### config.mk
export PLATFORM = sky130hd
export DESIGN_NAME = bullet_fire_ctrl
export DESIGN_NICKNAME = d
export VERILOG_FILES = /design/src/rtl/bullet_fire_ctrl.sv
export SDC_FILE = /design/constraint.sdc
export NUM_CORES = 1
export LEC_CHECK = 0
export CORE_ASPECT_RATIO = 1.75
export CORE_MARGIN = 2
export CORE_UTILIZATION = 55
export DETAILED_ROUTE_END_ITERATION = 10
export PLACE_DENSITY = 0.75
export RECOVER_POWER = 100
export SETUP_SLACK_MARGIN = 0.15
export SYNTH_ARGS = -nofsm -noshare
export SYNTH_HDL_FRONTEND = slang
export SYNTH_SLANG_ARGS = --single-unit
### constraint.sdc
create_clock -name clk -period 2 [get_ports clk]
set_input_delay 0.3 -clock clk [delete_from_list [all_inputs] [get_ports clk]]
set_output_delay 0.3 -clock clk [all_outputs]
set_load 0.1 [all_outputs]
### src/rtl/bullet_fire_ctrl.sv
// Bullet fire controller: button sync/debounce, trigger pulse, movement strobe, shot sequencing.
// Optional macro AUTOFIRE_EN: a held button re-fires on every return to IDLE.
module bullet_fire_ctrl #(
  parameter int DEB_CYCLES     = 20000,
  parameter int TICK_DIV       = 250000,
  parameter int FLIGHT_TICKS   = 220,
  parameter int COOLDOWN_TICKS = 50,
  parameter int CNT_W          = 24
) (
  input  logic       clk,
  input  logic       rst,
  input  logic       btn_fire,
  input  logic       face_right,
  output logic       trigger,
  output logic       timer,
  output logic       d,
  output logic       busy,
  output logic [1:0] state_o
);

  localparam logic [1:0] IDLE     = 2'd0;
  localparam logic [1:0] FIRE     = 2'd1;
  localparam logic [1:0] FLIGHT   = 2'd2;
  localparam logic [1:0] COOLDOWN = 2'd3;

  localparam logic [CNT_W-1:0] DEB_LAST    = CNT_W'(DEB_CYCLES - 1);
  localparam logic [CNT_W-1:0] TICK_LAST   = CNT_W'(TICK_DIV - 1);
  localparam logic [CNT_W-1:0] FLIGHT_LAST = CNT_W'(FLIGHT_TICKS - 1);
  localparam logic [CNT_W-1:0] COOL_LAST   = CNT_W'((COOLDOWN_TICKS > 0) ? COOLDOWN_TICKS - 1 : 0);

  logic             sync_1, btn_s, btn_db, btn_db_q;
  logic [CNT_W-1:0] deb_cnt, pre_cnt, tick_cnt;
  logic [1:0]       state;
  logic             fire_req, start;

  always_ff @(posedge clk) begin
    if (rst) begin
      sync_1   <= 1'b0;
      btn_s    <= 1'b0;
      btn_db   <= 1'b0;
      btn_db_q <= 1'b0;
      deb_cnt  <= '0;
    end else begin
      sync_1   <= btn_fire;
      btn_s    <= sync_1;
      btn_db_q <= btn_db;
      if (btn_s != btn_db) begin
        if (deb_cnt == DEB_LAST) begin
          btn_db  <= btn_s;
          deb_cnt <= '0;
        end else begin
          deb_cnt <= deb_cnt + CNT_W'(1);
        end
      end else begin
        deb_cnt <= '0;
      end
    end
  end

  assign fire_req = btn_db & ~btn_db_q;

`ifdef AUTOFIRE_EN
  // Level-sensitive start: a button still held when IDLE is reached fires again.
  assign start = fire_req | btn_db;
`else
  assign start = fire_req;
`endif

  always_ff @(posedge clk) begin
    if (rst) begin
      pre_cnt <= '0;
      timer   <= 1'b0;
    end else begin
      timer   <= (pre_cnt == TICK_LAST);
      pre_cnt <= (pre_cnt == TICK_LAST) ? '0 : pre_cnt + CNT_W'(1);
    end
  end

  always_ff @(posedge clk) begin
    if (rst) begin
      state    <= IDLE;
      tick_cnt <= '0;
      d        <= 1'b0;
    end else begin
      case (state)
        IDLE: begin
          if (start) begin
            state <= FIRE;
            d     <= face_right;
          end
        end
        FIRE: begin
          tick_cnt <= '0;
          state    <= FLIGHT;
        end
        FLIGHT: begin
          if (timer) begin
            if (tick_cnt == FLIGHT_LAST) begin
              tick_cnt <= '0;
              state    <= COOLDOWN;
            end else begin
              tick_cnt <= tick_cnt + CNT_W'(1);
            end
          end
        end
        default: begin
          if (COOLDOWN_TICKS == 0) begin
            state <= IDLE;
          end else if (timer) begin
            if (tick_cnt == COOL_LAST) begin
              tick_cnt <= '0;
              state    <= IDLE;
            end else begin
              tick_cnt <= tick_cnt + CNT_W'(1);
            end
          end
        end
      endcase
    end
  end

  assign trigger = (state == FIRE);
  assign busy    = (state != IDLE);
  assign state_o = state;

endmodule
==> results of run 1 <==
[sequential cells by signal, indices dropped and copies added, names as in the netlist]
name / cells
btn_db: 1
d: 1
timer: 1
tick_cnt: 24
btn_s: 1
state_o: 2
btn_db_q: 1
sync_1: 1
deb_cnt: 24
pre_cnt: 24
[path summary, 6_finish.rpt]
| check | startpoint | end | slack [ps] |
|---|---|---|---|
| worst max register to register | tick_cnt[1]$_SDFFE_PP0P_ | tick_cnt[4]$_SDFFE_PP0P_ | -40 |
| worst max-delay path | tick_cnt[1]$_SDFFE_PP0P_ | tick_cnt[4]$_SDFFE_PP0P_ | -40 |
| worst min-delay path | sync_1$_SDFF_PP0_ | btn_s$_SDFF_PP0_ | 450 |
| worst min register to register | sync_1$_SDFF_PP0_ | btn_s$_SDFF_PP0_ | 450 |
[cell usage in the layout, fill, tap and decap left out, drive strengths merged, types with 3 or more instances in the layout]
cell type	instances
and2	5
and3	6
and4	8
buf	33
clkbuf	19
clkinvlp	4
dfxtp	80
ha	8
inv	17
nand2	25
nand3	25
nand4	16
nor2	86
nor2b	4
nor3	18
nor4	15
nor4b	3
o21ai	3
o311ai	3
or2	3
or4	4
xnor2	40
xor2	26
[final cells by class]
type	count	area, µm²	share of cell area, %
Multi-Input combinational cell	320	2320	48.2
Sequential cell	80	1630	33.9
Timing Repair Buffer	44	389	8.08
Clock buffer	11	243	5.04
Tap cell	82	103	2.13
Inverter	18	68.8	1.43
Clock inverter	5	57.6	1.20
[per-layer routing]
metal,share of wire [%],up-vias,track usage (%)
met2,59,68,45.4
met3,2.7,37,5.41
li1,-,1550,-
met5,0,-,0
met4,4.6,0,14.8
met1,34,1559,22.0
[critical path: cells and delay by family, from the launching register on]
kind,cells,cell delay [ps]
DFF,1,330
buffers and inverters,3,400
adders and majority gates,1,150
AOI/OAI and AO/OA,2,610
and+or+nand+nor,3,450
[through the flow]
step	util (%)	cell area (µm²)	instances
final	73.6	4810	560
after global routing	73.6	4810	560
after CTS	69.1	4520	553
after detailed placement	62.5	4090	528
after global placement	62.5	4090	528
after floorplan	-	3790	429
[power by group]
group	switching (mW)	internal, mW
Sequential	0.0642	1.65
Combinational	0.534	0.251
Clock	0.640	0.998
[cell families (layout without fill, tap and decap cells)]
group / Yosys count / in the layout / synth area share, %
AOI/OAI and AO/OA: 16 / 16 / 3.11
xor gates and xnor gates: 66 / 66 / 15.6
adders and majority gates: 8 / 8 / 2.70
buffers and inverters: 29 / 78 / 3.68
DFF: 80 / 80 / 43.3
muxes: 3 / 3 / 0.845
and+or+nand+nor: 227 / 227 / 30.8
[what timing repair did]
action / CTS / global route
setup endpoints to repair: 74 / 74
resized for setup: 17 / 72
pin swaps: 9 / 36
setup buffers: 8 / 3
cloned: 1 / 4
hold buffers: 0 / 0
==> parameters.txt, run 1 <==
Parameter                              Value

Drt
  Number of nets with antenna violations after detailed routing    0
  Remaining design rule violation count    0
  Detailed-route wire length    between 9000 and 10000 µm
  Detailed-routing iteration count for the pre-antenna-repair pass    4
  Detailed-route via count    3214
  Avg Vias per Cell    ~5.7
  Per-cell routed wire length    ~16 µm
  DR iter-0 viols    approximately 130

Logic synthesis
  Post-Syn Instances    roughly 430
  Mapped Avg Cell Area    between 8 and 9 µm²
  Share of the yosys chip area belonging to registers    43.3%
  Number of distinct standard cells referenced by the synthesized netlist    42
  Share of the synthesized area in the top cell type    a little over two fifths
  Top cells by area in the synthesized netlist    sky130_fd_sc_hd__dfxtp_1 (43%), sky130_fd_sc_hd__xnor2_1 (9.5%), sky130_fd_sc_hd__nor2_1 (8.7%)
  Post-synth EDFFs    0
  Total nets after synthesis    approximately 440
  Cell with the most instances after synthesis    sky130_fd_sc_hd__nor2_1
  Proportion of synthesized flip-flops having asynchronous set or reset    0%
  Ys flop type    sky130_fd_sc_hd__dfxtp_1
  Synthesized cell area    ~3700 µm²
  Post-synth top cells    sky130_fd_sc_hd__nor2_1 (86), sky130_fd_sc_hd__dfxtp_1 (80), sky130_fd_sc_hd__xnor2_1 (40)
  Cell type with the highest aggregate area in the netlist    sky130_fd_sc_hd__dfxtp_1
  Yosys reg bits    80
  Synth Warn #    0

Global routing
  Global Route Usage Sum    between 20 and 25%
  Number of global-route vias before repair    roughly 3200
  Initial antenna violation count    0
  Global-route wire length before repair    about 14000 µm
  Total congestion overflow after global routing    0
  Largest net degree at the start of global routing    25

Critical path
  Critical path launch point type    register
  CP max-delay cell    sky130_fd_sc_hd__o21ai_0
  Critical-path cell list    buf_4 > inv_1 > ha_1 > and4b_1 > nand4_1 > o21ai_0 > a31o_4 > buf_4 > nor2_2
  Maximum fanout along the worst path    5
  Most common cell type on the critical path    sky130_fd_sc_hd__buf_4
  Endpoint required time on the critical path    2240 ps
  Signal arrival time at the worst endpoint    between 2000 and 2500 ps
  Logic depth of the worst register-to-register path    9
  Largest stage delay on the critical path    approximately 340 ps
  Endpoint kind of the worst setup timing path    register
  CP Class    register to register

Clocking
  Clock input transition at the sequential cells of the worst setup and hold paths    60 ps
  Num CTS Buffers    9
  H-Tree Depth    3
  Worst-Skew Late Latency    340 ps
  Clock Root Buffer    sky130_fd_sc_hd__clkbuf_16
  Clock tree from TritonCTS    built
  Bufs on Longest Clock Path    2
  Sinks on Clock Net    80

Timing
  Setup ws final    -42.2 ps
  Worst slew pin tran    661 ps
  Minimum clock period    about 2000 ps
  Final max-slew violation count    0
  RSZ-0062 raised after global routing    yes
  Total negative slack for setup checks    -412 ps
  Worst clock skew    10.1 ps
  Count of endpoints failing hold in the final timing report    0
  Fin crit share    102%
  Total setup violations reported at the end of the flow    22
  Relative slew margins    55.5%
  Worst hold slack across all endpoints    around 450 ps
  Max Clk Rate    between 400 and 500 MHz

Final layout
  Final Net Count    ~490
  Ant. Diodes    0
  Filler instances    486
  Share of layout cells above drive strength 1    between 20% and 30%
  P&R area growth vs syn    30.0%

Hold path
  Hold path depth    1
  Hold crit path type    register to register

Status
  Failing checks    setup timing
  Status    finished with violations

Placement
  Number of port buffers    9
  Total half-perimeter wirelength after legalization and detailed placement    around 5700 µm
  Setup slack after placement    -9.10 ps
  Gp weighted congestion    0.808

Flow run
  MaxCap Viol Count    0

Pwr
  Total power    4.13 mW
  Peak ir drop on the vdd network    733 µV
  PD cells    roughly 860 nW/µm²
  Static leakage    between 1.5 and 2 nW

Floorplanning
  Die X-Extent    66.0 µm
  Overall die area    about 7400 µm²
  Chip height    between 100 and 150 µm
  Total I/O pin count    10
  Core box area    between 6000 and 7000 µm²
  Placement Rows    39
  Initial core utilization    between 50% and 60%
(Power assumes the default switching activity.)
==> run 2: changes to the inputs <==
--- a/config.mk
+++ b/config.mk
@@ -12,6 +12,7 @@
 export PLACE_DENSITY = 0.75
 export RECOVER_POWER = 100
 export SETUP_SLACK_MARGIN = 0.15
+export SKIP_CTS_REPAIR_TIMING = 1
 export SYNTH_ARGS = -nofsm -noshare
 export SYNTH_HDL_FRONTEND = slang
 export SYNTH_SLANG_ARGS = --single-unit
==> run 2 against run 1 <==
  * Critical path type unchanged
  * Clock skew is 1.4 ps lower
  * Non-clock buffer count unchanged
  * Routed wire length is 3.7% lower
  * Global-route usage shrank 0.69 points
  * Sequential power about the same
  * Clock-buffer cell count did not move
  * The flow still finishes with violations (setup timing)
  * Critical endpoint is now tick_cnt[20]$_SDFFE_PP0P_
  * Via count fell by 0.53%
==> parameters.txt, run 2 (same netlist as run 1, synthesis figures left out) <==
Parameter                              Value

Floorplanning
  Chip height    113 µm (unchanged)
  Overall die area    7430 µm² (unchanged)
  Placement Rows    39 (unchanged)
  Total I/O pin count    10 (unchanged)
  Core box area    6540 µm² (unchanged)
  Die X-Extent    66.0 µm (unchanged)
  Initial core utilization    56.6% (unchanged)

Pwr
  Switching component of the power    1.23 mW (-0.79%)
  Static leakage    1.62 nW (+0.81%)
  Power share of the clock group    39.8% (+0.2 points)
  Peak ir drop on the vdd network    692 µV (-5.6%)
  Part of the total power dissipated in sequential elements    42.0% (+0.6 points)
  Switching share of power    29.9% (-0.097 points)
  Share of total power in combinational logic    18.2% (-0.8 points)
  PD cells    846 nW/µm² (-1.5%)
  Internal power summed over all cells    2.89 mW (-0.33%)
  Total power    4.11 mW (-0.47%)

Timing
  Max Clk Rate    487 MHz (-0.64%)
  Final max-slew violation count    0 (unchanged)
  Fin crit share    103% (+0.66 points)
  Total negative slack for setup checks    -930 ps (-518 ps)
  Worst hold slack across all endpoints    465 ps (+17.0 ps)
  Setup ws final    -55.4 ps (-13.2 ps)
  Minimum clock period    2060 ps (+13.2 ps)
  Count of endpoints failing hold in the final timing report    0 (unchanged)
  Worst slew pin tran    586 ps (-74.6 ps)
  Relative slew margins    60.5% (+5.0 points)
  Total setup violations reported at the end of the flow    36 (+64%)
  RSZ-0062 raised after global routing    yes
  Worst clock skew    8.77 ps (-1.37 ps)

Global routing
  Largest net degree at the start of global routing    25 (unchanged)
  Total congestion overflow after global routing    0 (unchanged)
  Number of global-route vias before repair    3107 (-2.4%)
  Global-route wire length before repair    13300 µm (-2.8%)
  Initial antenna violation count    0 (unchanged)
  Global Route Usage Sum    23.3% (-0.69 points)

Drt
  Number of nets with antenna violations after detailed routing    0 (unchanged)
  Detailed-routing iteration count for the pre-antenna-repair pass    5 (+1)
  Total length of routed met3 wires    216 µm (-13%)
  Uppermost layer routed    met4
  Remaining design rule violation count    0 (unchanged)
  Avg Vias per Cell    5.71 (-0.53%)
  Met1 wire length    3170 µm (+0.99%)
  Met2 routed WL    5240 µm (-3.2%)
  Detailed-route via count    3197 (-0.53%)
  DR iter-0 viols    129 (-3.0%)
  Detailed-route wire length    8890 µm (-3.7%)
  Per-cell routed wire length    15.9 µm (-3.7%)

Hold path
  Hold path depth    1 (unchanged)
  Sink of the worst hold path    btn_s$_SDFF_PP0_
  Hold path startpoint    sync_1$_SDFF_PP0_
  Hold crit path type    register to register

Final layout
  Ant. Diodes    0 (unchanged)
  Largest registers    deb_cnt (24), pre_cnt (24), tick_cnt (24)
  Leading cell types in the layout, fill and taps excluded    sky130_fd_sc_hd__dfxtp_1 (65), sky130_fd_sc_hd__nor2_1 (47), sky130_fd_sc_hd__xnor2_1 (40)
  P&R area growth vs syn    31.4%
  Final Net Count    485 (unchanged)
  Filler instances    458 (-5.8%)
  Most common library cell in the layout ignoring fill and taps    sky130_fd_sc_hd__dfxtp_1
  Fraction of the core area covered by cells at the end of the flow    74.4% (+0.78 points)
  Share of layout cells above drive strength 1    29.5% (+2.5 points)

Clocking
  Num CTS Buffers    9 (unchanged)
  Clock input transition at the sequential cells of the worst setup and hold paths    60 ps (about the same)
  Worst-Skew Late Latency    340 ps (about the same)
  Sinks on Clock Net    80 (unchanged)
  H-Tree Depth    3 (unchanged)
  Clock tree from TritonCTS    built
  Clock Root Buffer    sky130_fd_sc_hd__clkbuf_16
  Bufs on Longest Clock Path    2 (unchanged)

Critical path
  Maximum fanout along the worst path    6 (+1)
  Endpoint required time on the critical path    2220 ps (-20 ps)
  R2R Setup Slk    -60 ps (about the same)
  Logic depth of the worst register-to-register path    8 (-1)
  Crit Reg-Reg Endpoint    tick_cnt[20]$_SDFFE_PP0P_
  Critical path launch point type    register
  Endpoint kind of the worst setup timing path    register
  Signal arrival time at the worst endpoint    2280 ps (about the same)
  CP Class    register to register
  Worst reg2reg path startpoint    tick_cnt[12]$_SDFFE_PP0P_

Placement
  Total half-perimeter wirelength after legalization and detailed placement    5730 µm (unchanged)
  Gp weighted congestion    0.808 (unchanged)
  Number of port buffers    9 (unchanged)

Status
  Failing checks    setup timing
  Status    finished with violations

Flow run
  MaxCap Viol Count    0 (unchanged)
[run 2: power groups by stage]
stage               clock network (mW)  registers (mW)  logic, mW
floorplan                            0            1.81      0.451
global placement                     0            1.74      0.706
detailed placement                   0            1.74      0.720
CTS                               1.66            1.71      0.722
global route                      1.74            1.73      0.791
finish                            1.64            1.73      0.749
[run 2: cell type report]
class / count / area (µm²) / area share [%]
multi-input cells: 320 / 2350 / 48.3
flip-flops and latches: 80 / 1640 / 33.6
repair buffers: 44 / 410 / 8.44
clock buffers: 11 / 243 / 4.99
well taps: 82 / 103 / 2.11
inverters: 18 / 68.8 / 1.41
clock inverters: 5 / 57.6 / 1.18
[run 2: per-stage QoR]
step                      setup slack (ps)  cell area, µm²  instances
final                                -55.4            4860        560
after CTS                            -24.7            4390        544
after floorplan                        131            3790        429
after detailed placement             -9.10            4090        528
after global routing                 -89.7            4860        560
after global placement                62.3            4090        528
[run 2: how the worst max path moves through the flow]
stage | slack, ps | end | from | depth (start not counted)
after detailed placement | -9 | state_o[0]$_SDFFE_PP0P_ | tick_cnt[0]$_SDFFE_PP0P_ | 5
after global placement | 60 | state_o[0]$_SDFFE_PP0P_ | tick_cnt[0]$_SDFFE_PP0P_ | 5
after CTS | -20 | state_o[0]$_SDFFE_PP0P_ | tick_cnt[0]$_SDFFE_PP0P_ | 5
after global routing | -90 | tick_cnt[1]$_SDFFE_PP0P_ | tick_cnt[12]$_SDFFE_PP0P_ | 8
after floorplan | 130 | pre_cnt[15]$_SDFF_PP0_ | pre_cnt[9]$_SDFF_PP0_ | 7
final | -60 | tick_cnt[20]$_SDFFE_PP0P_ | tick_cnt[12]$_SDFFE_PP0P_ | 8
[run 2: worst max-delay path, cell delays in order (launching register included)]
cell,delay (ps)
sky130_fd_sc_hd__dfxtp_4,360
sky130_fd_sc_hd__nor4_4,260
sky130_fd_sc_hd__clkbuf_4,180
sky130_fd_sc_hd__nand4_1,140
sky130_fd_sc_hd__buf_4,190
sky130_fd_sc_hd__o311ai_4,310
sky130_fd_sc_hd__a31o_4,270
sky130_fd_sc_hd__clkbuf_16,190
sky130_fd_sc_hd__nor2_4,30
[run 2: routing by layer]
metal  global-route usage [%]  up-vias
met2                     44.4       49
li1                         -     1558
met1                     21.6     1566
met5                        0        -
met3                     5.21       24
met4                     13.3        0
==> run 3: changes to the inputs <==
--- a/config.mk
+++ b/config.mk
@@ -5,6 +5,7 @@
 export SDC_FILE = /design/constraint.sdc
 export NUM_CORES = 1
 export LEC_CHECK = 0
+export ABC_AREA = 0
 export CORE_ASPECT_RATIO = 1.75
 export CORE_MARGIN = 2
 export CORE_UTILIZATION = 55
==> results of run 3 <==
Same layout as run 2: the final DEF is identical, and so are final timing and power.
